`config.mk`:
```
export PLATFORM = sky130hd
export DESIGN_NAME = servo_pwm_bank
export DESIGN_NICKNAME = d
export VERILOG_FILES = /design/src/rtl/servo_pkg.sv /design/src/rtl/servo_pwm_chan.sv /design/src/rtl/servo_pwm_bank.sv
export SDC_FILE = /design/constraint.sdc
export NUM_CORES = 1
export LEC_CHECK = 0
export CORE_UTILIZATION = 35
export CTS_BUF_LIST = sky130_fd_sc_hd__clkbuf_8
export CTS_CLUSTER_DIAMETER = 60
export DETAILED_ROUTE_END_ITERATION = 10
export PLACE_DENSITY = 0.55
export RECOVER_POWER = 50
export SKIP_CTS_REPAIR_TIMING = 1
export SYNTH_ARGS = -nofsm -noshare
export SYNTH_HDL_FRONTEND = slang
export SYNTH_SLANG_ARGS = --single-unit
```
`constraint.sdc`:
```
create_clock -name clockdiv -period 8.5 [get_ports clockdiv]
set_clock_uncertainty 0.2 [all_clocks]
set_input_delay 1.275 -clock clockdiv [delete_from_list [all_inputs] [get_ports clockdiv]]
set_output_delay 1.275 -clock clockdiv [all_outputs]
set_load 0.01 [all_outputs]
```
`src/rtl/servo_pkg.sv`:
```
// Shared constants and elaboration helpers for the servo PWM bank.
// The optional slew limiter is enabled by defining SERVO_SLEW_EN.
package servo_pkg;

    localparam int ENDCOUNT_50HZ  = 2559;
    localparam int MIN_PULSE_0MS5 = 64;
    localparam int SLEW_STEP      = 4;
    localparam int CHAN_SEL_W     = 4;

    // True when a counter of cnt_w bits can reach endcount.
    function automatic bit count_fits(input int endcount, input int cnt_w);
        return endcount < (1 << cnt_w);
    endfunction

    // True when the longest pulse still ends inside the period.
    function automatic bit pulse_fits(input int min_pulse, input int duty_w, input int endcount);
        return (min_pulse + (1 << duty_w) - 1) <= endcount;
    endfunction

endpackage

```
`src/rtl/servo_pwm_chan.sv`:
```
// One servo channel: shadow/active duty registers, optional slew limiter
// (SERVO_SLEW_EN) and the registered pulse compare.
module servo_pwm_chan
    import servo_pkg::*;
#(
    parameter int DUTY_W    = 8,
    parameter int CNT_W     = 12,
    parameter int MIN_PULSE = MIN_PULSE_0MS5
) (
    input  logic              clk,
    input  logic              rst,
    input  logic              wr_en_i,
    input  logic [DUTY_W-1:0] wr_duty_i,
    input  logic              boundary_i,
    input  logic              arm_i,
    input  logic [CNT_W-1:0]  count_i,
    output logic              pwm_o,
    output logic              settled_o
);

    logic [DUTY_W-1:0] shadow_q, shadow_d;
    logic [DUTY_W-1:0] active_q, active_d;
    logic [CNT_W:0]    thresh;
    logic              pwm_q, pwm_d;
    logic              commit;

    assign commit = boundary_i & arm_i;

    always_comb begin
        shadow_d = shadow_q;
        if (wr_en_i) begin
            shadow_d = wr_duty_i;
        end
    end

`ifdef SERVO_SLEW_EN
    localparam logic [DUTY_W-1:0] STEP = DUTY_W'(SLEW_STEP);

    logic [DUTY_W-1:0] target_q, target_d;

    // The step taken at a commit boundary already heads for the new target.
    always_comb begin
        target_d = commit ? shadow_q : target_q;
        active_d = active_q;
        if (boundary_i) begin
            if (active_q < target_d) begin
                active_d = ((target_d - active_q) > STEP) ? (active_q + STEP) : target_d;
            end else if (active_q > target_d) begin
                active_d = ((active_q - target_d) > STEP) ? (active_q - STEP) : target_d;
            end
        end
    end

    always_ff @(posedge clk or posedge rst) begin
        if (rst) begin
            target_q <= '0;
        end else begin
            target_q <= target_d;
        end
    end

    assign settled_o = (active_q == target_q);
`else
    always_comb begin
        active_d = active_q;
        if (commit) begin
            active_d = shadow_q;
        end
    end

    assign settled_o = 1'b1;
`endif

    // One extra bit so MIN_PULSE + duty never wraps.
    assign thresh = (CNT_W+1)'(MIN_PULSE) + (CNT_W+1)'(active_q);
    assign pwm_d  = ({1'b0, count_i} < thresh);

    always_ff @(posedge clk or posedge rst) begin
        if (rst) begin
            shadow_q <= '0;
            active_q <= '0;
            pwm_q    <= 1'b0;
        end else begin
            shadow_q <= shadow_d;
            active_q <= active_d;
            pwm_q    <= pwm_d;
        end
    end

    assign pwm_o = pwm_q;

endmodule

```
`src/rtl/servo_pwm_bank.sv`:
```
// Multi-channel servo PWM bank: shared period counter, synchronised latch
// strobe and boundary-aligned duty commit. Slew limiting via SERVO_SLEW_EN.
module servo_pwm_bank
    import servo_pkg::*;
#(
    parameter int CHANNELS  = 4,
    parameter int DUTY_W    = 8,
    parameter int CNT_W     = 12,
    parameter int ENDCOUNT  = ENDCOUNT_50HZ,
    parameter int MIN_PULSE = MIN_PULSE_0MS5
) (
    input  logic                  clockdiv,
    input  logic                  reset,
    input  logic                  wr_en,
    input  logic [CHAN_SEL_W-1:0] wr_chan,
    input  logic [DUTY_W-1:0]     wr_duty,
    input  logic                  latch,
    output logic [CHANNELS-1:0]   pwm_out,
    output logic                  period_start,
    output logic                  update_pending
);

    if (!pulse_fits(MIN_PULSE, DUTY_W, ENDCOUNT)) begin : g_bad_pulse
        $error("servo_pwm_bank: MIN_PULSE + 2**DUTY_W - 1 exceeds ENDCOUNT");
    end
    if (!count_fits(ENDCOUNT, CNT_W)) begin : g_bad_count
        $error("servo_pwm_bank: CNT_W too narrow for ENDCOUNT");
    end
    if (CHANNELS < 1 || CHANNELS > 16) begin : g_bad_chan
        $error("servo_pwm_bank: CHANNELS must be 1..16");
    end

    logic [CNT_W-1:0]    counter_q, counter_d;
    logic                start_q, start_d;
    logic                latch_meta_q, latch_sync_q, latch_prev_q;
    logic                pending_q, pending_d;
    logic                rise, boundary, arm;
    logic [CHANNELS-1:0] settled;

    assign boundary = (counter_q == CNT_W'(ENDCOUNT));
    assign rise     = latch_sync_q & ~latch_prev_q;
    assign arm      = pending_q | rise;

    always_comb begin
        counter_d = boundary ? '0 : counter_q + 1'b1;
        start_d   = (counter_q == '0);
        pending_d = pending_q;
        // A rise seen in the commit cycle is consumed by that commit.
        if (boundary && arm) begin
            pending_d = 1'b0;
        end else if (rise) begin
            pending_d = 1'b1;
        end
    end

    always_ff @(posedge clockdiv or posedge reset) begin
        if (reset) begin
            counter_q    <= '0;
            start_q      <= 1'b0;
            latch_meta_q <= 1'b0;
            latch_sync_q <= 1'b0;
            latch_prev_q <= 1'b0;
            pending_q    <= 1'b0;
        end else begin
            counter_q    <= counter_d;
            start_q      <= start_d;
            latch_meta_q <= latch;
            latch_sync_q <= latch_meta_q;
            latch_prev_q <= latch_sync_q;
            pending_q    <= pending_d;
        end
    end

    for (genvar gi = 0; gi < CHANNELS; gi++) begin : g_chan
        servo_pwm_chan #(
            .DUTY_W    (DUTY_W),
            .CNT_W     (CNT_W),
            .MIN_PULSE (MIN_PULSE)
        ) u_chan (
            .clk        (clockdiv),
            .rst        (reset),
            .wr_en_i    (wr_en && (wr_chan == CHAN_SEL_W'(gi))),
            .wr_duty_i  (wr_duty),
            .boundary_i (boundary),
            .arm_i      (arm),
            .count_i    (counter_q),
            .pwm_o      (pwm_out[gi]),
            .settled_o  (settled[gi])
        );
    end

    assign period_start   = start_q;
    assign update_pending = pending_q | ~(&settled);

endmodule
```
# Yosys cells after proc, flatten, opt, wreduce, memory -nomap -nowiden
# Cells that the tools add are included.
[totals] out_inout_bits=6 inputBits=16 elab_cells=46 regBits=85
[classes] n_lt_le_gt_ge=4 mux=3 add_sub_neg=5 bitwise_logic=4 n_reduce_logical=8 eq_ne=4
[ops] operator="< comparator 12 x 13 -> 1 bit" n=4
[ops] operator="adder 7 x 8 -> 9 bit, first input constant" n=4
[ops] operator="adder 12 x 1 -> 12 bit, second input constant" n=1
[ops] operator="== test 12 bit, second input constant" n=1
[ops] operator="logical NOT 12 bit" n=1
[ops] operator="2-to-1 mux 12 bit" n=1
[ops] operator="== test 4 x 2 -> 1 bit, second input constant" n=2
[ops] operator="logical AND 1 bit" n=5
[ops] operator="== test 4 x 1 -> 1 bit, second input constant" n=1
[ops] operator="logical NOT 4 bit" n=1
[ops] operator="bitwise AND 1 bit" n=2
[ops] operator="2-to-1 mux 1 bit" n=2
[ops] operator="nonzero test 2 bit" n=1
[ops] operator="NOT 1 bit" n=1
[ops] operator="OR 1 bit" n=1

# Logic depth before layout (Yosys ltp)
# Gate-level depths: netlist of the first run.
[depth] depth_word=5 mapped_depth=7 mapped_depth_nobuf=7

# Modules after synthesis
# From an unflattened synthesis of the first run, not the netlist that was laid out.
[unflattened] hier_cells=348 hier_area_um2=4264.1
[modules_own_cells] module="servo_pwm_chan" cells_per_inst=68 seq_area_each_um2=425.4 n_inst=4 area_per_inst_um2=859.6
[modules_own_cells] module="servo_pwm_bank" cells_per_inst=76 seq_area_each_um2=425.4 n_inst=1 area_per_inst_um2=825.8

# Least setup slack after synthesis of the first run
# No wires, ideal clock.
[synth_path] path_kind="input to register" startpoint="in wr_chan[3]" endpoint="reg g_chan[0].u_chan.shadow_q[0]" path_buffers=0 stages=4 setup_slack_ps=5873 arrival_ps=2302 cell_sequence="nor2_1 > nand2_1 > nor3_2 > mux2_2"
[synth_via] elab_chain_len=2
[synth_rtl] element="start, declared" line="servo_pwm_bank.sv:15" rtl="input logic [CHAN_SEL_W-1:0] wr_chan,"
[synth_rtl] element="logical NOT 4 bit" line="servo_pwm_bank.sv:82" rtl=".wr_en_i (wr_en && (wr_chan == CHAN_SEL_W'(gi))),"
[synth_rtl] element="logical AND 1 bit" line="servo_pwm_bank.sv:82"
[synth_rtl] element="end signal, assigned" line="servo_pwm_chan.sv:84" rtl="shadow_q <= shadow_d;"
[synth_rtl] element="end, declared" line="servo_pwm_chan.sv:21" rtl="logic [DUTY_W-1:0] shadow_q, shadow_d;"
# Every way passes these cells.
# A chain may end at the register's enable or synchronous reset.

# Worst setup path in the final report of the first run
[layout_path] startpoint="reg counter_q[1]" endpoint="reg g_chan[2].u_chan.active_q[5]"
[layout_via] elab_chain_len=2
[layout_rtl] element="start, declared" line="servo_pwm_bank.sv:33" rtl="logic [CNT_W-1:0] counter_q, counter_d;"
[layout_rtl] element="start signal, assigned" line="servo_pwm_bank.sv:65" rtl="counter_q <= counter_d;"
[layout_rtl] element="== test 12 bit" line="servo_pwm_bank.sv:40" rtl="assign boundary = (counter_q == CNT_W'(ENDCOUNT));"
[layout_rtl] element="bitwise AND 1 bit" line="servo_pwm_chan.sv:27" rtl="assign commit = boundary_i & arm_i;"
[layout_rtl] element="end signal, assigned" line="servo_pwm_chan.sv:85" rtl="active_q <= active_d;"
[layout_rtl] element="end, declared" line="servo_pwm_chan.sv:22" rtl="logic [DUTY_W-1:0] active_q, active_d;"
# Every way passes these cells.

==> results of run 1 <==
-- logic make-up (layout without fill, tap and decap cells) --
logic type               after synthesis  count (layout)
XOR/XNOR                               6               6
buffers and inverters                 40              70
adder cells (fa/ha/maj)               38              38
AO/OA/AOI/OAI                         35              35
flip-flops                            85              85
AND/OR/NAND/NOR                       60              60
multiplexers                          65              65
-- final cells by class --
class | count | area, sq um
Tap cell | 143 | 179
Multi-Input combinational cell | 204 | 1830
Timing Repair Buffer | 23 | 221
Inverter | 32 | 121
Clock buffer | 10 | 138
Fill cell | 1148 | 7000
Sequential cell | 85 | 2130
Clock inverter | 5 | 43.8
-- flip-flops by register name, indices dropped and copies added (netlist names) --
name,flops
g_chan.u_chan.pwm_o,4
latch_prev_q,1
g_chan.u_chan.shadow_q,32
pending_q,1
latch_sync_q,1
g_chan.u_chan.active_q,32
period_start,1
counter_q,12
latch_meta_q,1
-- final timing paths --
path	endpoint	cells after the start
setup / recovery	g_chan[2].u_chan.active_q[5]	6
hold / removal	latch_sync_q	0
setup reg to reg	g_chan[2].u_chan.active_q[5]	6
hold reg to reg	latch_sync_q	0
max in group asynchronous	g_chan[0].u_chan.shadow_q[3]	3
min in group asynchronous	counter_q[11]	2
-- metrics by stage --
step                utilization  setup slack, ns
CTS                       0.410             5.60
floorplan                     -             4.83
global placement          0.395             5.28
finish                    0.400             5.02
global route              0.400             4.74
detailed placement        0.395             5.21
-- per-layer routing --
metal	track usage	share of wire	vias up	wire length, microns
li1	-	-	1216	-
met1	0.189	0.51	1222	3970
met2	0.212	0.45	33	3440
met3	0.0297	0.026	7	201
met4	0.0489	0.014	0	111
met5	0	0	-	0
-- cells in the final DEF, fill, tap and decap left out, types with 6 or more instances in the layout --
master           Yosys  final
dlygate4sd3_1        0      7
nand4_1             10     10
nor2_1              13     13
clkbuf_8             0     10
clkdlybuf4s50_1      0     14
nor3_1               9      9
a21oi_1              6      6
mux2_2              35     35
inv_1               32     31
and3_1               4      6
mux2_1               0     29
dfrtp_1             85     85
a211oi_1             8      8
ha_1                38     38
o21ai_0             13     13
-- power by group --
group / switching, mW / leakage (nW) / total, mW / internal [mW]
sequential: 0.0171 / 1.09 / 0.457 / 0.440
combinational: 0.0202 / 0.951 / 0.0534 / 0.0332
clock: 0.148 / 0.0869 / 0.264 / 0.116
total: 0.186 / 2.12 / 0.775 / 0.589
==> qor.yml, run 1 <==
grt:
  grt_util_all_layers: 0.137
  grt_start_max_net_pins: 56
  first_global_vias: 2574
  grt_first_pass_wirelength_mm: 13.4
  globalRouteOverflowTotal: 0
  antenna_found_initial: 0
logic_synthesis:
  ys_ff_latch: 85
  yosys.area.top_type_share: 0.499
  synth_commonest_cells: "dfrtp_1 (85), ha_1 (38), mux2_2 (35)"
  synth_warnings: 0
  synth_compound_area_frac: 0.0540
  syn_nets: 383
  synth_edf_count: 0
  ys_types: 34
  synthSimpleGateAreaFrac: 0.0818
  synth_area_sq_um: 4270
  synth_ff_type: "dfrtp_1"
  synth_adder_area_share: 0.111
  ys_seq_area_frac: 0.499
  netlist_instances: 329
  synthXorXnorAreaFrac: 0.0123
  synth_top_family_by_area: "multiplexers"
  synth_most_common_cell: "dfrtp_1"
  yosys-top-cells-area: "dfrtp_1 (50%), ha_1 (11%), mux2_4 (11%)"
  syn_area_per_cell_sq_um: 13.0
  yosysTopAreaCell: "dfrtp_1"
  async_flop_share: 1.00
  synthMuxAreaShare: 0.198
detailed_routing:
  avgRoutedWirePerCell_microns: 15.4
  via_count: 2478
  drc: 0
  dr.pass1.iters: 4
  routed_wl_mm: 7.72
  first_iter_violations: 100
  via_per_inst: 4.94
  antenna_left: 0
setup_path:
  worstReg2RegStart: "counter_q[1]"
  critical_path_class: "register to register"
  cp_num_buf_inv: 1
  cp_common_cell: "and3_1"
  critPathArrivalTime_ns: 3.52
  worst_path_largest_cell_delay_ns: 1.40
  crit_required_ns: 8.54
  worstSetupEndpointType: "register"
  crit_slowest_cell: "clkbuf_1"
  startpoint: "counter_q[1]"
  critPathLaunchType: "register"
  critPathMaxFanout: 32
  cp_top_family: "buffers and inverters"
  crit_path_cell_trace: "ha_1, and3_1, and3_1, o211ai_4, clkbuf_1, mux2_2"
  r2r_slack_ns: 5.02
sta:
  rsz0062_at_grt: "false"
  finalSetupViolCount: 0
  finalCritPeriodShare: 0.410
  tightest_slew_ns: 1.95
  fin_crit_ns: 3.48
  fmax_ghz: 0.287
  fin_tns_setup_ns: 0
  timing.final.hold_violations: 0
  report.final.slew_viol_count: 33
  worst_hold_slack_ns: 0.171
  max_slew_margin: -0.298
power_and_ir_drop:
  power-per-cell-area_nw_per_um2: 166
  peakVddDrop_v: 0.0000755
  p_leak_nw: 2.12
  fin_total_pwr_mw: 0.775
final_layout:
  antenna_cells: 0
  drive_gt1_frac: 0.159
  syn_to_final_growth_pct: 9.30
  final_cell_area_sq_um: 4660
  fin_cells: 502
  nets: 409
place:
  gp_congestion: 0.767
  io_buffers: 21
  placedInstanceArea_sq_um: 4600
  dp_cells: 487
  hpwl_mm: 5.55
floorplanning:
  die_w_microns: 112
  die_area_sq_um: 12600
  start_util: 0.366
  num_rows: 39
  core_area_sq_um: 11700
  ios: 22
  die_h_microns: 112
clocking:
  cts_max_path_buffers: 2
  clock-root-buffer: "clkbuf_8"
  htreeDepth: 3
  clk_pin_slew_ns: 0.09
  clkLatencyLatePin_ns: 0.36
  cts_tree: "built"
  cts.sinks: 85
  cts_buffers: 9
worst_hold_path:
  min_path_type: "register to register"
  worstHoldStart: "latch_meta_q"
status:
  violations: "capacitance limit, slew limit"
  status: "finished with violations"
flow_run:
  maxCapViolations: 1
Note: power is estimated with default switching activity, not from simulation.
==> run 2: changes to the inputs <==
clock period = 3.51 ns   (was 8.5 ns; I/O delays follow)
==> run 2 against run 1 <==
  * The run still ends with capacitance limit, slew limit left
  * Sequential cell count did not move
  * Critical path depth is the same
  * Maximum frequency grew 36%
  * Sequential power is 140% higher
  * Critical path type unchanged
==> qor.yml, run 2 (same netlist as run 1, synthesis figures left out) <==
final_layout:
  fillers: 1092
  multi_input_area_sq_um: 1950
  nets: 409
  final_common_cell: "dfrtp_1"
  top_regs: "g_chan.u_chan.active_q x32, g_chan.u_chan.shadow_q x32, counter_q x12"
  fin_cells: 503
  antenna_cells: 0
  layout.cells.most_common_list: "dfrtp_1 (85), ha_1 (38), mux2_2 (35)"
  syn_to_final_growth_pct: 12.7
  regArea_sq_um: 2130
  drive_gt1_frac: 0.244
status:
  violations: "capacitance limit, slew limit"
  status: "finished with violations"
grt:
  grt_util_all_layers: 0.142
  antenna_found_initial: 0
  globalRouteOverflowTotal: 0
  first_global_vias: 2691
  grt_start_max_net_pins: 46
  grt_first_pass_wirelength_mm: 13.7
detailed_routing:
  drc: 0
  routed_wl_mm: 7.83
  antenna_left: 0
  via_per_inst: 5.05
  dr.pass1.iters: 5
  via_count: 2540
  first_iter_violations: 91
  avgRoutedWirePerCell_microns: 15.6
floorplanning:
  die_h_microns: 112
  die_w_microns: 112
  num_rows: 39
  ios: 22
  die_area_sq_um: 12600
  start_util: 0.366
  core_area_sq_um: 11700
setup_path:
  critPathArrivalTime_ns: 2.61
  critPathLaunchType: "register"
  worstSetupEndpointType: "register"
  critPathMaxFanout: 21
  critical_path_class: "register to register"
  crit_required_ns: 3.57
place:
  hpwl_mm: 5.70
  io_buffers: 21
  dp_cells: 487
  gp_congestion: 0.809
  preCtsSetupSlack_ns: 0.951
sta:
  fmax_ghz: 0.392
  report.final.slew_viol_count: 41
  finalCritPeriodShare: 0.727
  timing.final.hold_violations: 0
  rsz0062_at_grt: "false"
  max_slew_margin: -0.318
  fin_crit_ns: 2.55
  tightest_slew_ns: 1.97
  finalSetupViolCount: 0
  fin_tns_setup_ns: 0
  layout_setup_ws_ns: 0.959
power_and_ir_drop:
  p_leak_nw: 2.23
  peakVddDrop_v: 0.000203
  power-per-cell-area_nw_per_um2: 405
flow_run:
  maxCapViolations: 1
clocking:
  cts_tree: "built"
  cts_max_path_buffers: 2
  clock-root-buffer: "clkbuf_8"
  cts_buffers: 9
  clk_pin_slew_ns: 0.09
  htreeDepth: 3
  cts.sinks: 85
  clkLatencyLatePin_ns: 0.37
worst_hold_path:
  min_path_type: "register to register"
[run 2: final cells by class]
cell class | instances | area share
flip-flops and latches | 85 | 0.442
multi-input cells | 204 | 0.405
repair buffers | 23 | 0.0494
well taps | 143 | 0.0372
clock buffers | 9 | 0.0258
inverters | 32 | 0.0252
clock inverters | 7 | 0.0153
[run 2: path summary, 6_finish.rpt]
path	from	to	slack [ns]	cells after the start
min in group asynchronous	reset	counter_q[0]	0.92	2
max reg2reg	counter_q[1]	g_chan[1].u_chan.active_q[0]	0.96	6
max in group asynchronous	reset	g_chan[1].u_chan.active_q[4]	1.27	3
min reg2reg	latch_meta_q	latch_sync_q	0.16	0
max	counter_q[1]	g_chan[1].u_chan.active_q[0]	0.96	6
min	latch_meta_q	latch_sync_q	0.16	0
[run 2: worst max-delay path, stage by stage, from the launching register on]
cell      delay [ns]
dfrtp_1         0.47
ha_1            0.30
and3_1          0.18
and3_4          0.20
o211ai_4        0.39
buf_4           0.39
mux2_4          0.32
[run 2: per-stage QoR]
| stage | util | hold WS (ns) | power [mW] | instance area, sq um |
|---|---|---|---|---|
| after floorplan | - | 0.131 | 1.21 | 4270 |
| after global placement | 0.396 | 0.142 | 1.26 | 4620 |
| after detailed placement | 0.396 | 0.136 | 1.27 | 4620 |
| after CTS | 0.413 | 0.165 | 1.98 | 4810 |
| after global routing | 0.412 | 0.183 | 2.04 | 4810 |
| final | 0.412 | 0.159 | 1.95 | 4810 |
[run 2: report_power, final]
group          internal [mW]  total [mW]  switching [mW]
combinational         0.0841       0.133          0.0489
clock                  0.334       0.705           0.371
sequential              1.07        1.11          0.0427
total                   1.48        1.95           0.462
[run 2: metal layers]
metal	track usage	vias to the layer above	routed length (microns)
li1	-	1231	-
met3	0.0346	17	226
met4	0.0649	0	207
met5	0	-	0
met1	0.185	1246	3790
met2	0.224	46	3610
==> patch: new RTL, settings of run 2 <==
Build with the macro `SERVO_SLEW_EN` defined.
--- a/src/rtl/servo_pwm_chan.sv
+++ b/src/rtl/servo_pwm_chan.sv
@@ -2,2 +2,4 @@
 // (SERVO_SLEW_EN) and the registered pulse compare.
+`define SERVO_SLEW_EN
+
 module servo_pwm_chan
Check against the original RTL: same outputs for any inputs over 10 cycles, from zero or initial values and one cycle with reset high; that may be too few to reach the edited logic, so the function may still have changed.
==> patch against run 2 <==
- the flow finishes with violations (negative setup slack)
- synthesized area rose by 130%
- global-route usage grew 6.4 points
- design area grew to 2.8 times the old value
- total power is 51% higher
- via count grew to 3.5 times the old value
- first-iteration DRC count increased to 5.0 times the old value
- routed wire length grew to 3.8 times the old value
- fmax is 39% lower
- core utilization rose by 8.3 points
- sequential cell count grew 32
- setup slack worse by 1.6 ns
- largest power group unchanged
==> patch: results (changes against run 2) <==
Routed WL=29.53 mm (+280%); run status=finished, violations left; sequential fraction of the synthesis area=30.02% (-20 points); top post-synthesis cells by area=dfrtp_1 (30%), ha_1 (11%), mux2_2 (8.1%); setup TNS=-16.96 ns (-16.96 ns); Worst EP arrival=4.31 ns (+1.70 ns); max_slew headroom=34.60% (+66 points); CTS H-Tree Depth=4 (+1); fin worst setup slack=-0.6794 ns (-1.638 ns); syn avg cell area=9.263 um^2 (-29%); Yosys cell types=80 (+140%); Tot Pwr=2.940 mW (+51%); slowest CP cell=a222oi_1; post-synth net total=1159 (+200%); Post-DP Area=12170 um^2 (+160%); # setup viols final=32 (+32); failing checks=negative setup slack; Synth top cells by count=dfrtp_1 (117), inv_1 (96), ha_1 (86), mux2_2 (70), nor2_1 (58); DRT iter0 DRCs=455 (+400%); Inst Count DP=1633 (+240%); first-pass GRT wire length=45.65 mm (+230%); CP startpoint=counter_q[0]; vias in the first global route=8558 (+220%); vias after detailed routing=8865 (+250%); Tot GR Track Use=20.62% (+6.4 points); cell family with most CP delay=compound AO/OA/AOI/OAI gates; peak supply drop=0.0002305 V (+14%); Tcrit/Tclk final=119.4% (+47 points); final non-filler cell total=1691 (+240%); top flop regs=g_chan.u_chan.active_q: 32 flops, g_chan.u_chan.shadow_q: 32 flops, g_chan.u_chan.target_q: 32 flops; Total Nets Final=1412 (+250%); GP Congestion=0.8917 (+10%); initial antenna violation count=0 (unchanged); CTS buffer count=17 (+8); largest net degree at the start of global routing=57 (+24%); Internal=2.159 mW (+46%); share of cells above drive strength 1=37.23% (+13 points); sequential power=1.50 mW (+35%); crit-path max FO=5 (-76%); Gate power share=5.4% (-1.4 points)
==> patch: cell types whose count changed after synthesis, moves of 35 or more <==
cell | run 2 | this run
inv_1 | 32 | 96
ha_1 | 38 | 86
nand2_1 | 5 | 53
mux2i_1 | 0 | 47
nor2_1 | 13 | 58
a21o_1 | 0 | 39
nand3_1 | 5 | 44
xor2_1 | 4 | 43
mux2_2 | 35 | 70
==> patch: routing by layer <==
| metal | track usage (%) | share of wire, % | vias to the layer above |
|---|---|---|---|
| li1 | - | - | 4331 |
| met1 | 27.96 | 46 | 4327 |
| met2 | 34.01 | 48 | 160 |
| met3 | 2.946 | 3.5 | 47 |
| met4 | 5.929 | 2.1 | 0 |
| met5 | 0 | 0 | - |
==> patch: area by class of cell <==
type                    count  area [um^2]
multi-input cells         799         7032
flip-flops and latches    117         2930
clock buffers              17        234.0
fillers                  2568        13720
clock inverters            15        155.1
inverters                  97        375.4
repair buffers            274         2261
well taps                 372        465.4
==> patch: final timing paths <==
check / end / slack, ns / cells past startpoint
setup reg to reg: g_chan[3].u_chan.active_q[5] / -0.68 / 17
min in group asynchronous: g_chan[2].u_chan.pwm_o / 0.58 / 2
setup / recovery: g_chan[3].u_chan.active_q[5] / -0.68 / 17
hold / removal: latch_sync_q / 0.16 / 0
hold reg to reg: latch_sync_q / 0.16 / 0
max in group asynchronous: g_chan[1].u_chan.target_q[1] / 1.66 / 3
==> patch: cells by family after synthesis <==
group                      after synthesis  share of synthesized area [%]
and+or+nand+nor                        277                          14.56
muxes                                  122                          13.69
DFF                                    117                          30.02
AOI/OAI and AO/OA                      235                          17.27
buffers and inverters                  137                          5.888
xor gates and xnor gates                75                          6.734
adders and majority gates               90                          11.85
